<file path="src/rtl/sa_buf_ctrl.sv">
// sa_buf_ctrl - receive-buffer sequencer for one MKIO remote-terminal subaddress.
//
// Takes a receive command (expected word count) and the decoded data-word
// stream, writes the words sequentially into the dual-port subaddress RAM,
// and publishes a complete message to the host. The buffer then stays locked
// until the host releases it. Host reads go through the RAM read port with a
// fixed two-cycle request-to-valid latency.
//
// Ports:
//   clk_i-domain: clk (RAM wrclock/rdclock), rst_n (async, active low)
//   rx_cmd_valid, rx_wc             receive command; rx_wc==0 means full depth
//   rx_word_valid, rx_word          decoded data-word stream
//   rx_eom, rx_err                  end of message / decoder error strobes
//   host_rd_req, host_rd_idx        host read request
//   host_rd_valid, host_rd_data     host read response (data = mem_q)
//   host_release                    host has consumed the held message
//   msg_ready, msg_len              held-message status
//   err_wc, err_abort, err_busy     single-cycle registered error pulses
//   mem_data, mem_wraddress, mem_wren, mem_rdaddress, mem_q   RAM ports
module sa_buf_ctrl #(
  parameter int DATA_WIDTH = 16,
  parameter int ADDR_WIDTH = 5
) (
  input  logic                  clk,
  input  logic                  rst_n,
  input  logic                  rx_cmd_valid,
  input  logic [ADDR_WIDTH-1:0] rx_wc,
  input  logic                  rx_word_valid,
  input  logic [DATA_WIDTH-1:0] rx_word,
  input  logic                  rx_eom,
  input  logic                  rx_err,
  input  logic                  host_rd_req,
  input  logic [ADDR_WIDTH-1:0] host_rd_idx,
  output logic                  host_rd_valid,
  output logic [DATA_WIDTH-1:0] host_rd_data,
  input  logic                  host_release,
  output logic                  msg_ready,
  output logic [ADDR_WIDTH:0]   msg_len,
  output logic                  err_wc,
  output logic                  err_abort,
  output logic                  err_busy,
  output logic [DATA_WIDTH-1:0] mem_data,
  output logic [ADDR_WIDTH-1:0] mem_wraddress,
  output logic                  mem_wren,
  output logic [ADDR_WIDTH-1:0] mem_rdaddress,
  input  logic [DATA_WIDTH-1:0] mem_q
);

  typedef enum logic [1:0] {IDLE, RECV, READY} state_e;

  localparam logic [ADDR_WIDTH:0] FULL_WC = {1'b1, {ADDR_WIDTH{1'b0}}};

  state_e                state_q, state_d;
  logic [ADDR_WIDTH-1:0] ptr_q, ptr_d;
  logic [ADDR_WIDTH:0]   cnt_q, cnt_d;
  logic [ADDR_WIDTH:0]   exp_q, exp_d;
  logic                  ovf_q, ovf_d;
  logic                  wren_q, wren_d;
  logic [ADDR_WIDTH-1:0] wraddr_q, wraddr_d;
  logic [DATA_WIDTH-1:0] wdata_q, wdata_d;
  logic                  ready_q, ready_d;
  logic [ADDR_WIDTH:0]   len_q, len_d;
  logic                  err_wc_q, err_wc_d;
  logic                  err_abort_q, err_abort_d;
  logic                  err_busy_q, err_busy_d;
  logic                  rd_stage_q, rd_stage_d;
  logic                  rd_valid_q, rd_valid_d;
  logic [ADDR_WIDTH-1:0] rdaddr_q, rdaddr_d;

  logic                  word_ok;
  logic [ADDR_WIDTH:0]   cnt_eff;
  logic                  ovf_eff;
  logic                  load;
  logic [ADDR_WIDTH:0]   cmd_exp;

  always_comb begin
    state_d     = state_q;
    ptr_d       = ptr_q;
    cnt_d       = cnt_q;
    exp_d       = exp_q;
    ovf_d       = ovf_q;
    wren_d      = 1'b0;
    wraddr_d    = wraddr_q;
    wdata_d     = wdata_q;
    ready_d     = ready_q;
    len_d       = len_q;
    err_wc_d    = 1'b0;
    err_abort_d = 1'b0;
    err_busy_d  = 1'b0;
    load        = 1'b0;

    cmd_exp = (rx_wc == '0) ? FULL_WC : {1'b0, rx_wc};
    word_ok = rx_word_valid && (cnt_q < exp_q);
    // eom judges the count including a word arriving in the same cycle
    cnt_eff = word_ok ? cnt_q + 1'b1 : cnt_q;
    ovf_eff = ovf_q | (rx_word_valid & ~word_ok);

    unique case (state_q)
      IDLE: begin
        if (rx_cmd_valid) load = 1'b1;
      end
      RECV: begin
        if (word_ok) begin
          wren_d   = 1'b1;
          wraddr_d = ptr_q;
          wdata_d  = rx_word;
          ptr_d    = ptr_q + 1'b1;
        end
        cnt_d = cnt_eff;
        ovf_d = ovf_eff;
        // superseding command beats error, error beats eom
        if (rx_cmd_valid) begin
          err_abort_d = 1'b1;
          load        = 1'b1;
        end else if (rx_err) begin
          err_abort_d = 1'b1;
          state_d     = IDLE;
        end else if (rx_eom) begin
          if (cnt_eff == exp_q && !ovf_eff) begin
            ready_d = 1'b1;
            len_d   = cnt_eff;
            state_d = READY;
          end else begin
            err_wc_d = 1'b1;
            state_d  = IDLE;
          end
        end
      end
      READY: begin
        if (host_release) begin
          ready_d = 1'b0;
          len_d   = '0;
          state_d = IDLE;
          if (rx_cmd_valid) load = 1'b1;
        end else if (rx_cmd_valid) begin
          err_busy_d = 1'b1;
        end
      end
      default: state_d = IDLE;
    endcase

    if (load) begin
      exp_d   = cmd_exp;
      ptr_d   = '0;
      cnt_d   = '0;
      ovf_d   = 1'b0;
      state_d = RECV;
    end

    rd_stage_d = host_rd_req & ready_q;
    rdaddr_d   = rd_stage_d ? host_rd_idx : rdaddr_q;
    rd_valid_d = rd_stage_q;
  end

  always_ff @(posedge clk or negedge rst_n) begin
    if (!rst_n) begin
      state_q     <= IDLE;
      ptr_q       <= '0;
      cnt_q       <= '0;
      exp_q       <= '0;
      ovf_q       <= 1'b0;
      wren_q      <= 1'b0;
      wraddr_q    <= '0;
      wdata_q     <= '0;
      ready_q     <= 1'b0;
      len_q       <= '0;
      err_wc_q    <= 1'b0;
      err_abort_q <= 1'b0;
      err_busy_q  <= 1'b0;
      rd_stage_q  <= 1'b0;
      rd_valid_q  <= 1'b0;
      rdaddr_q    <= '0;
    end else begin
      state_q     <= state_d;
      ptr_q       <= ptr_d;
      cnt_q       <= cnt_d;
      exp_q       <= exp_d;
      ovf_q       <= ovf_d;
      wren_q      <= wren_d;
      wraddr_q    <= wraddr_d;
      wdata_q     <= wdata_d;
      ready_q     <= ready_d;
      len_q       <= len_d;
      err_wc_q    <= err_wc_d;
      err_abort_q <= err_abort_d;
      err_busy_q  <= err_busy_d;
      rd_stage_q  <= rd_stage_d;
      rd_valid_q  <= rd_valid_d;
      rdaddr_q    <= rdaddr_d;
    end
  end

  assign mem_wren      = wren_q;
  assign mem_wraddress = wraddr_q;
  assign mem_data      = wdata_q;
  assign mem_rdaddress = rdaddr_q;
  assign msg_ready     = ready_q;
  assign msg_len       = len_q;
  assign err_wc        = err_wc_q;
  assign err_abort     = err_abort_q;
  assign err_busy      = err_busy_q;
  assign host_rd_valid = rd_valid_q;
  assign host_rd_data  = mem_q;

endmodule

</file>
<file path="config.mk">
export PLATFORM = sky130hd
export DESIGN_NAME = sa_buf_ctrl
export DESIGN_NICKNAME = d
export VERILOG_FILES = /design/src/rtl/sa_buf_ctrl.sv
export SDC_FILE = /design/constraint.sdc
export NUM_CORES = 1
export LEC_CHECK = 0
export CAP_MARGIN = 0
export CORE_AREA = 2 2 100 102
export DETAILED_ROUTE_END_ITERATION = 7
export DIE_AREA = 0 0 102 104
export SETUP_SLACK_MARGIN = 0.5
export SLEW_MARGIN = 40
export SYNTH_ARGS = -nofsm -noshare
export SYNTH_HDL_FRONTEND = slang
export SYNTH_SLANG_ARGS = --single-unit
</file>
<file path="constraint.sdc">
create_clock -name clk -period 8 [get_ports clk]
set_input_delay 0.8 -clock clk [delete_from_list [all_inputs] [get_ports clk]]
set_output_delay 0.8 -clock clk [all_outputs]
set_load 0.01 [all_outputs]
</file>
Word-level counts from Yosys, hierarchy flattened
Cells that the tools add are included.
Widths: inputs -> output; s select.
{"block": "classes", "n_addsub": 2, "n_mul": 0, "div_mod_pow": 0, "magnitude_cmp": 1, "n_eq_ne": 12, "n_shift": 0, "n_mux": 43, "bitwise": 4, "n_reduce_logical": 13}
{"op": "$mux 6", "count": 9}
{"op": "$mux 1", "count": 21}
{"op": "$mux 5", "count": 3}
{"op": "$mux 2", "count": 6}
{"op": "$ne 2x2->1 const B", "count": 6}
{"op": "$pmux 6 s2", "count": 1}
{"op": "$add 6x1->6 const B", "count": 1}
{"op": "$eq 6x6->1", "count": 1}
{"op": "$lt 6x6->1", "count": 1}
{"op": "$ne 3x3->1 const B", "count": 2}
{"op": "$pmux 2 s3", "count": 1}
{"op": "$reduce_and 6->1", "count": 1}
{"op": "$reduce_bool 2->1", "count": 3}
{"op": "$add 5x1->5 const B", "count": 1}
{"op": "$logic_not 5->1", "count": 1}
{"op": "$ne 4x4->1 const B", "count": 1}
{"op": "$pmux 1 s2", "count": 2}
{"op": "$reduce_and 2->1", "count": 2}
{"op": "$reduce_and 4->1", "count": 1}
{"op": "$and 1x1->1", "count": 2}
{"op": "$eq 2x1->1 const B", "count": 1}
{"op": "$eq 2x2->1 const B", "count": 1}
{"op": "$logic_and 1x1->1", "count": 2}
{"op": "$logic_not 2->1", "count": 1}
{"op": "4 further kinds", "count": 4}
{"block": "word_totals", "register_bits": 59, "latchBits": 0, "ramBits": 0, "mem_bits_ro": 0, "inputBits": 50, "wordCells": 91, "memories": 0}

Longest topological paths before layout
{"block": "logic_depth", "depth_word": 13, "depth_mapped": 12}

Worst setup path after synthesis
Ideal clock, no wire load.
{"block": "synth_path", "kind": "reg-to-reg", "startpoint": "reg cnt_q[3]", "endpoint": "reg len_q[1], in the netlist msg_len[1]", "setup_time_ns": 0.131, "arrival_ns": 2.746, "setup_slack_ns": 5.123, "stages_incl_launch_ff": 12, "period_less_slack_ns": 2.877, "cell_sequence": "dfrtp_1 -> ha_1 -> a21oi_1 -> o211ai_1 -> o21ba_1 -> buf_6 -> nand4_4 -> xnor3_1 -> or4b_1 -> or3_1 -> buf_6 -> mux2i_1"}
{"block": "synth_between", "elab_chain_len": 9, "word_cells_on_any_way": 17, "classes_between": "add/sub: 1; order compare: 1; eq/ne: 2; mux: 6; bitwise: 3; reduce/logical: 4"}
{"item": "from (decl)", "line": "55", "text": "logic [ADDR_WIDTH:0] cnt_q, cnt_d;"}
{"item": "from (signal assigned)", "line": "176", "text": "cnt_q <= cnt_d;"}
{"item": "$lt 6x6->1", "line": "93", "text": "word_ok = rx_word_valid && (cnt_q < exp_q);"}
{"item": "$logic_and 1x1->1", "line": "93"}
{"item": "$not 1->1", "line": "96", "text": "ovf_eff = ovf_q | (rx_word_valid & ~word_ok);"}
{"item": "$and 1x1->1", "line": "96"}
{"item": "$or 1x1->1", "line": "96"}
{"item": "$logic_not 1->1", "line": "119", "text": "if (cnt_eff == exp_q && !ovf_eff) begin"}
{"item": "$logic_and 1x1->1", "line": "119"}
{"item": "$ne 2x2->1 (no source line)"}
{"item": "$reduce_and 6->1 (no source line)"}
{"item": "to (signal assigned)", "line": "183", "text": "len_q <= len_d;"}
{"item": "to (decl)", "line": "62", "text": "logic [ADDR_WIDTH:0] len_q, len_d;"}
Several ways; a longest one is shown, not always the timed one. The select of a mux whose other input is x is not followed.
A chain may end at the register's enable or synchronous reset.

Worst setup path in the final report
{"block": "layout_path", "startpoint": "reg cnt_q[3]", "endpoint": "reg len_q[0], in the netlist msg_len[0]"}
Same word-level chain as after synthesis.

==> run metrics <==
outcome complete, no violations; clock root buffer clkbuf_8; # DRC 0; layout cells sized above 1 0.147; Post-Route WL approximately 6000 um; Hold Slack around 0.35 ns; syn_nets between 300 and 400; placed wire-length estimate between 4000 and 5000 um; Final Skew between 0.004 and 0.005 ns; setup bufs post-CTS 0; sequential area share after synthesis 0.525; I/O Pins 104; initial antenna violation count 0; slowest stage delay, CP around 0.5 ns; worst min path class reg2reg; most common cell in the netlist dfrtp_1; CP required a little over 8 ns; total CTS buffers 9; setup total negative slack 0 ns; peak supply drop 81.6 uV; fin crit period 3.35 ns; Rel. slew slack 0.460; Syn-to-layout area delta 32.5%; CP top delay family simple AND/OR/NAND/NOR gates; clk buf depth 2; Post-Syn Area roughly 2800 sq um; crit path DAT between 3 and 4 ns; worst slew pin tran 0.810 ns; first-pass GRT wire length a little under 10,000 um; cts hold-fix bufs 0; worst skew pair latency between 0.3 and 0.4 ns; Tot GR Track Use 0.117; Filler cells 961; Achievable Freq about 300 MHz; area of the core ~9500 sq um; Vias between 1,500 and 2,000; Die Footprint between 10,000 and 15,000 sq um; Core Util, Final 0.390; Placer Congestion 0.828; total power per unit cell area 205 nW/um^2; IO Port Bufs 71; Pre-antenna DRT Iters 4; post-place setup slack 4.40 ns; ant diodes 0; 1st-iter DRT viols approximately 120; synth top area cells dfrtp_1 (53%), mux2_2 (11%), buf_4 (4.3%); die span in y about 100 um; CTS Sinks roughly 60; Placed Cells incl. Taps about 430; worst-path fanout max 9; EDFF count, synth 0; RSZ-0062 raised after global routing no; Final Instance Area roughly 3700 sq um; Worst Setup End Kind register; Resized Gates After CTS 0; maxcap violations 0; Register Area approximately 1500 sq um; Crit Path Category reg2reg; vias in the first global route between 2,000 and 2,500; Rows 36; chip width about 100 um; startpoint types register; Final ANT Viol Nets 0; Final Hold Vio Count 0; cell leakage power roughly 1.6 nW; Cell Count, Final, Fillers Out 445; gr ovfl total 0; setup ws final approximately 4.6 ns; YS warnings 0; Max Slew Vio Count 0; Final setup viols 0; Async SR Flop Fraction 1.00; vias per cell approximately 4.5; clk slew on worst S/H paths approximately 0.060 ns; pin count of the biggest net entering global routing 60; nets 366; Main synth FF type dfrtp_1; H-tree depth 3; initial core utilization 0.294; Synth area leader dfrtp_1; Syn Area/Cell ~11 sq um; CTS tree yes; Placed Area around 3500 sq um; area of the multi-input gates roughly 1100 sq um; CP Buf/Inv Count 0; Worst path slowest cell or3_1; Post-synth top cells dfrtp_1 (59), mux2_2 (28), nand2_1 (22), nor2_1 (17), buf_4 (16); number of synthesized register bits between 50 and 60; Routed WL per cell ~13 um; period utilization 0.419; Cells after Synth ~250; worst path cell trace ha_1 > a21oi_1 > o211ai_1 > o21ba_1 > nand4_4 > xnor3_1 > or4b_1 > or3_1 > mux2i_1; overall power approximately 0.76 mW; Distinct cells, synth between 40 and 50; Yosys top cell area share 0.525
worst register-to-register path, stage by stage (launching register included):
cell	delay, ns
dfrtp_1	0.49
ha_1	0.37
a21oi_1	0.23
o211ai_1	0.12
o21ba_1	0.48
nand4_4	0.15
xnor3_1	0.22
or4b_1	0.49
or3_1	0.50
mux2i_1	0.18
state kept, by name (all words and copies together) (netlist names):
register and count:
err_busy 1, err_abort 1, mem_wraddress 5, state_q 2, ptr_q 5, mem_wren 1, err_wc 1, mem_rdaddress 5
msg_len 6, exp_q 6, mem_data 16, rd_stage_q 1, host_rd_valid 1, msg_ready 1, ovf_q 1, cnt_q 6
routing by layer:
| metal | track usage | share of wire | vias up |
|---|---|---|---|
| li1 | - | - | 963 |
| met1 | 0.157 | 0.47 | 971 |
| met2 | 0.172 | 0.46 | 55 |
| met3 | 0.0403 | 0.063 | 9 |
| met4 | 0.0467 | 0.013 | 0 |
| met5 | 0 | 0 | - |
final cells by class:
| cell class | count | share of cell area |
|---|---|---|
| Sequential cell | 59 | 0.396 |
| Multi-Input combinational cell | 156 | 0.306 |
| Timing Repair Buffer | 73 | 0.194 |
| Tap cell | 133 | 0.0447 |
| Clock buffer | 11 | 0.0379 |
| Clock inverter | 3 | 0.0107 |
| Inverter | 10 | 0.0101 |
cells in the final DEF (no fill, tap or decap), drive strengths merged, types with 2 or more instances in the layout:
cell type,n
a21oi,7
a31oi,3
buf,3
clkbuf,11
clkdlybuf4s50,70
clkinv,2
dfrtp,59
ha,7
inv,10
mux2,28
mux2i,7
nand2,22
nand2b,4
nand3,5
nand4,4
nor2,17
nor3,4
o21ai,15
o22ai,2
xnor2,6
xor2,5
report_power, final:
| part | internal (mW) | leakage, nW | switching [mW] |
|---|---|---|---|
| Clock | 0.148 | 0.0950 | 0.108 |
| Combinational | 0.0934 | 0.784 | 0.0651 |
| Sequential | 0.330 | 0.749 | 0.0180 |
worst paths after layout:
| path | to | slack (ns) | cells after the start | from |
|---|---|---|---|---|
| worst max-delay path | msg_len[0] | 4.65 | 9 | cnt_q[3] |
| worst min-delay path | host_rd_valid | 0.35 | 0 | rd_stage_q |
| worst max register to register | msg_len[0] | 4.65 | 9 | cnt_q[3] |
| worst min register to register | host_rd_valid | 0.35 | 0 | rd_stage_q |
| max in group asynchronous | exp_q[3] | 7.08 | 2 | rst_n |
| min in group asynchronous | cnt_q[4] | 0.53 | 2 | rst_n |
cells by family (layout without fill, tap and decap cells):
group                    after synthesis  count (layout)  share of synthesized area
AND/OR/NAND/NOR                       64              64                      0.112
flip-flops                            59              59                      0.525
AO/OA/AOI/OAI                         38              38                     0.0828
multiplexers                          35              35                      0.137
buffers and inverters                 32              97                     0.0694
XOR/XNOR                              12              12                     0.0423
adder cells (fa/ha/maj)                7               7                     0.0312
No activity file was read; power rests on OpenSTA's default activity.
==> variant 1 (same flow settings) <==
The parameter `ADDR_WIDTH` goes from 5 to 4.
--- a/src/rtl/sa_buf_ctrl.sv
+++ b/src/rtl/sa_buf_ctrl.sv
@@ -19,7 +19,7 @@
 //   mem_data, mem_wraddress, mem_wren, mem_rdaddress, mem_q   RAM ports
 module sa_buf_ctrl #(
   parameter int DATA_WIDTH = 16,
-  parameter int ADDR_WIDTH = 5
+  parameter int ADDR_WIDTH = 4
 ) (
   input  logic                  clk,
   input  logic                  rst_n,
Interface: changed (5 resized); port bits go from 104 to 99. The function was not compared with the original's and may differ.
==> variant 1 against the original RTL <==
Area after synthesis decreased by 9.7%; sequential share of layout area grew 0.62 points; setup slack better by 430 ps; total power down 9.7%; sequential cell count is 6 lower; die area did not move; global-route usage is 1.7 points lower; clock skew grew 2.3 ps; hold slack better by 3.8 ps; wire length down 15%; final area is 12% lower; critical path depth shrank 1; largest power group unchanged.
==> variant 1: results <==
export IMPL_status="completed"
export IMPL_synth_common_cells="dfrtp_1 (53), mux2_2 (25), nand2_1 (18)"
export IMPL_wl_per_cell_um=12.79
export IMPL_grt_max_degree=54
export IMPL_fill_cells=987
export IMPL_path_clk_slew_ps=100
export IMPL_dp_cells=387
export IMPL_ys_seq_area_frac=0.5222
export IMPL_ys_types=37
export IMPL_grt_pass1_vias=1738
export IMPL_skew_ps=6.811
export IMPL_cp_arrival_ps=3120
export IMPL_drt_wl_total_um=5040
export IMPL_synth_area_leaders="dfrtp_1 (52%), mux2_2 (11%), buf_4 (4.7%)"
export IMPL_syn_area_per_cell_um2=12.04
export IMPL_fin_nets=315
export IMPL_drive_above_1_share=0.1686
export IMPL_cts_buffers=5
export IMPL_crit_start="cnt_q[2]$_DFFE_PN0P_"
export IMPL_rr_endpoint="msg_len[4]$_DFFE_PN0P_"
export IMPL_tightest_slew_ps=723.1
export IMPL_dp_hpwl_um=3562
export IMPL_clkLatencyLatePin_ps=300
export IMPL_rrSetupSlack_ps=5070
export IMPL_vdd_drop_max_v=0.00007108
export IMPL_cp_max_fo=8
export IMPL_htreeDepth=2
export IMPL_place_congestion=0.7208
export IMPL_track_usage=0.09996
export IMPL_via_per_inst=4.203
export IMPL_reg2reg_depth=8
variant 1: changes by cell type after synthesis, sizes merged, moves of 3 or more:
| cell | unedited run | this run |
|---|---|---|
| nor3 | 4 | 1 |
| nand2 | 22 | 18 |
| o21ai | 15 | 6 |
| dfrtp | 59 | 53 |
| xor2 | 5 | 9 |
| mux2 | 28 | 25 |
| inv | 10 | 6 |
| nor2 | 17 | 12 |
| a31oi | 3 | 0 |
variant 1: worst max-delay path by stage:
stage                                  end  slack, ps  depth (start not counted)
floorplan           msg_len[3]$_DFFE_PN0P_       5270                          9
global placement    msg_len[4]$_DFFE_PN0P_       4890                          7
detailed placement  msg_len[4]$_DFFE_PN0P_       4820                          7
CTS                 msg_len[4]$_DFFE_PN0P_       5030                          8
global route        msg_len[3]$_DFFE_PN0P_       4930                          8
finish              msg_len[4]$_DFFE_PN0P_       5070                          8
variant 1: cell families after synthesis:
family                     count (synthesis)  share of synthesized area
adders and majority gates                  6                    0.02956
buffers and inverters                     31                    0.07636
AOI/OAI and AO/OA                         19                    0.05518
DFF                                       53                     0.5222
and+or+nand+nor                           55                     0.1103
xor gates and xnor gates                  17                    0.07094
muxes                                     30                     0.1355
variant 1: per-layer routing:
metal,vias up,part of all wire,GRT usage
met5,-,0,0
met4,0,0.0020,0.02286
met3,4,0.044,0.02554
met2,41,0.48,0.1706
met1,817,0.47,0.1257
li1,794,-,-
variant 1: layout make-up:
cell class | instances | share of cell area
clock buffer | 6 | 0.02506
clock inverter | 1 | 0.002278
inverter | 6 | 0.006834
multi-input combinational | 127 | 0.3094
sequential | 53 | 0.4024
tap | 133 | 0.05049
timing repair buffer | 68 | 0.2035
variant 1: worst max-delay path: stages (launching register included):
cell and delay (ps):
dfrtp_1 500, ha_1 360, a21oi_1 260, o21ai_4 130, a211oi_1 400, xnor3_4 290
nand2_1 70, or4_4 580, a31o_1 240
variant 1: through the flow:
stage	power, mW	area [µm²]	setup WS [ps]	hold slack (ps)	utilization
floorplan	0.4409	2540	5275	331.2	-
global placement	0.5393	3206	4887	331.8	0.3357
detailed placement	0.5434	3206	4817	339.6	0.3357
CTS	0.7033	3296	5034	361.6	0.3451
global route	0.7346	3296	4935	372.3	0.3451
finish	0.6888	3296	5073	358.1	0.3451
variant 1: power by group:
group | internal (mW) | switching (mW) | leakage, nW | total [mW]
sequential | 0.310 | 0.0248 | 0.678 | 0.335
clock | 0.0687 | 0.0863 | 0.0433 | 0.155
combinational | 0.122 | 0.0773 | 0.689 | 0.199
==> variant 2 (same flow settings) <==
Made on the original files. The output `err_abort` loses its register stage (`err_abort_q` becomes a continuous assignment).
--- a/src/rtl/sa_buf_ctrl.sv
+++ b/src/rtl/sa_buf_ctrl.sv
@@ -165,7 +165,6 @@
       ready_q     <= 1'b0;
       len_q       <= '0;
       err_wc_q    <= 1'b0;
-      err_abort_q <= 1'b0;
       err_busy_q  <= 1'b0;
       rd_stage_q  <= 1'b0;
       rd_valid_q  <= 1'b0;
@@ -182,13 +181,14 @@
       ready_q     <= ready_d;
       len_q       <= len_d;
       err_wc_q    <= err_wc_d;
-      err_abort_q <= err_abort_d;
       err_busy_q  <= err_busy_d;
       rd_stage_q  <= rd_stage_d;
       rd_valid_q  <= rd_valid_d;
       rdaddr_q    <= rdaddr_d;
     end
   end
+
+  assign err_abort_q = err_abort_d;
 
   assign mem_wren      = wren_q;
   assign mem_wraddress = wraddr_q;
Behaviour: not the same (Yosys sat finds a counterexample within 4 cycles, from zero or initial values and one cycle with rst_n low).
==> variant 2 against the original RTL <==
Final area decreased by 0.57%; fmax about the same; total power decreased by 0.50%; hold slack got worse by 1.5 ps; setup slack improved by 2.2 ps; sequential cell count decreased by 1; area after synthesis decreased by 0.89%; synthesized cell count decreased by 0.40%; cell count increased by 0.22%; global-route usage increased by 0.47 points; die area unchanged; wire length increased by 2.2%; critical endpoint is now msg_len[1]$_DFFE_PN0P_; largest power group unchanged; highest routed layer unchanged.
==> variant 2: results <==
export IMPL_synth_area_leaders="dfrtp_1 (52%), mux2_2 (11%), buf_4 (4.3%)"
export IMPL_dr_wl_met2_um=2719
export IMPL_synth_mux_area_frac=0.1383
export IMPL_grt_max_degree=59
export IMPL_track_usage=0.1216
export IMPL_synth_common_cells="dfrtp_1 (58), mux2_2 (28), nand2_1 (22)"
export IMPL_vdd_drop_max_v=0.0001010
export IMPL_place_congestion=0.8327
export IMPL_dp_slack_ps=4424
export IMPL_drive_above_1_share=0.1534
export IMPL_status="completed"
export IMPL_synthAdderAreaFrac=0.03143
export IMPL_detail_route_iter0_violations=77
export IMPL_met1_usage=0.1591
export IMPL_p_leak_nw=1.612
export IMPL_syn_area_per_cell_um2=11.33
export IMPL_synth_xor_area_frac=0.04266
export IMPL_drt_wl_total_um=6089
export IMPL_largest_reg_flops=16
export IMPL_dr_total_vias=2048
export IMPL_grt_pass1_wl_um=10120
export IMPL_fin_nets=365
export IMPL_p_per_area_nw_per_um2=204.9
export IMPL_async_flop_share=1.000
export IMPL_tns_ps=0
export IMPL_yosys_warnings=0
export IMPL_m1WireLength_um=2726
export IMPL_dp_cells=430
export IMPL_root_buffer="clkbuf_8"
export IMPL_wl_per_cell_um=13.65
export IMPL_max_slew_margin=0.4882
export IMPL_clkLatencyLatePin_ps=330
export IMPL_dp_hpwl_um=4305
export IMPL_use_met3=0.04704
export IMPL_synth_nets=303
export IMPL_skew_ps=7.856
export IMPL_placed_area_um2=3516
export IMPL_synth_compound_area_frac=0.08352
export IMPL_met3_length_um=547
export IMPL_grt_pass1_vias=2109
export IMPL_ys_seq_area_frac=0.5209
export IMPL_swShare=0.2629
export IMPL_globalRouteMet2Util=0.1809
==> variant 2: cell types whose count changed after synthesis <==
| cell | before | now |
|---|---|---|
| dfrtp_1 | 59 | 58 |
==> variant 2: layout make-up <==
cell class,count,area [µm²]
fillers,978,5844
flip-flops and latches,58,1451
multi-input cells,156,1140
repair buffers,73,724.4
well taps,133,166.4
clock buffers,10,127.6
clock inverters,6,57.56
inverters,10,37.54
==> variant 2: worst paths after layout <==
check                                          end  slack (ps)  cells past startpoint
hold reg to reg            host_rd_valid$_DFF_PN0_         350                      0
hold / removal             host_rd_valid$_DFF_PN0_         350                      0
setup reg to reg            msg_len[1]$_DFFE_PN0P_        4650                      9
max in group asynchronous     cnt_q[0]$_DFFE_PN0P_        7090                      2
setup / recovery            msg_len[1]$_DFFE_PN0P_        4650                      9
min in group asynchronous   msg_len[3]$_DFFE_PN0P_         510                      2
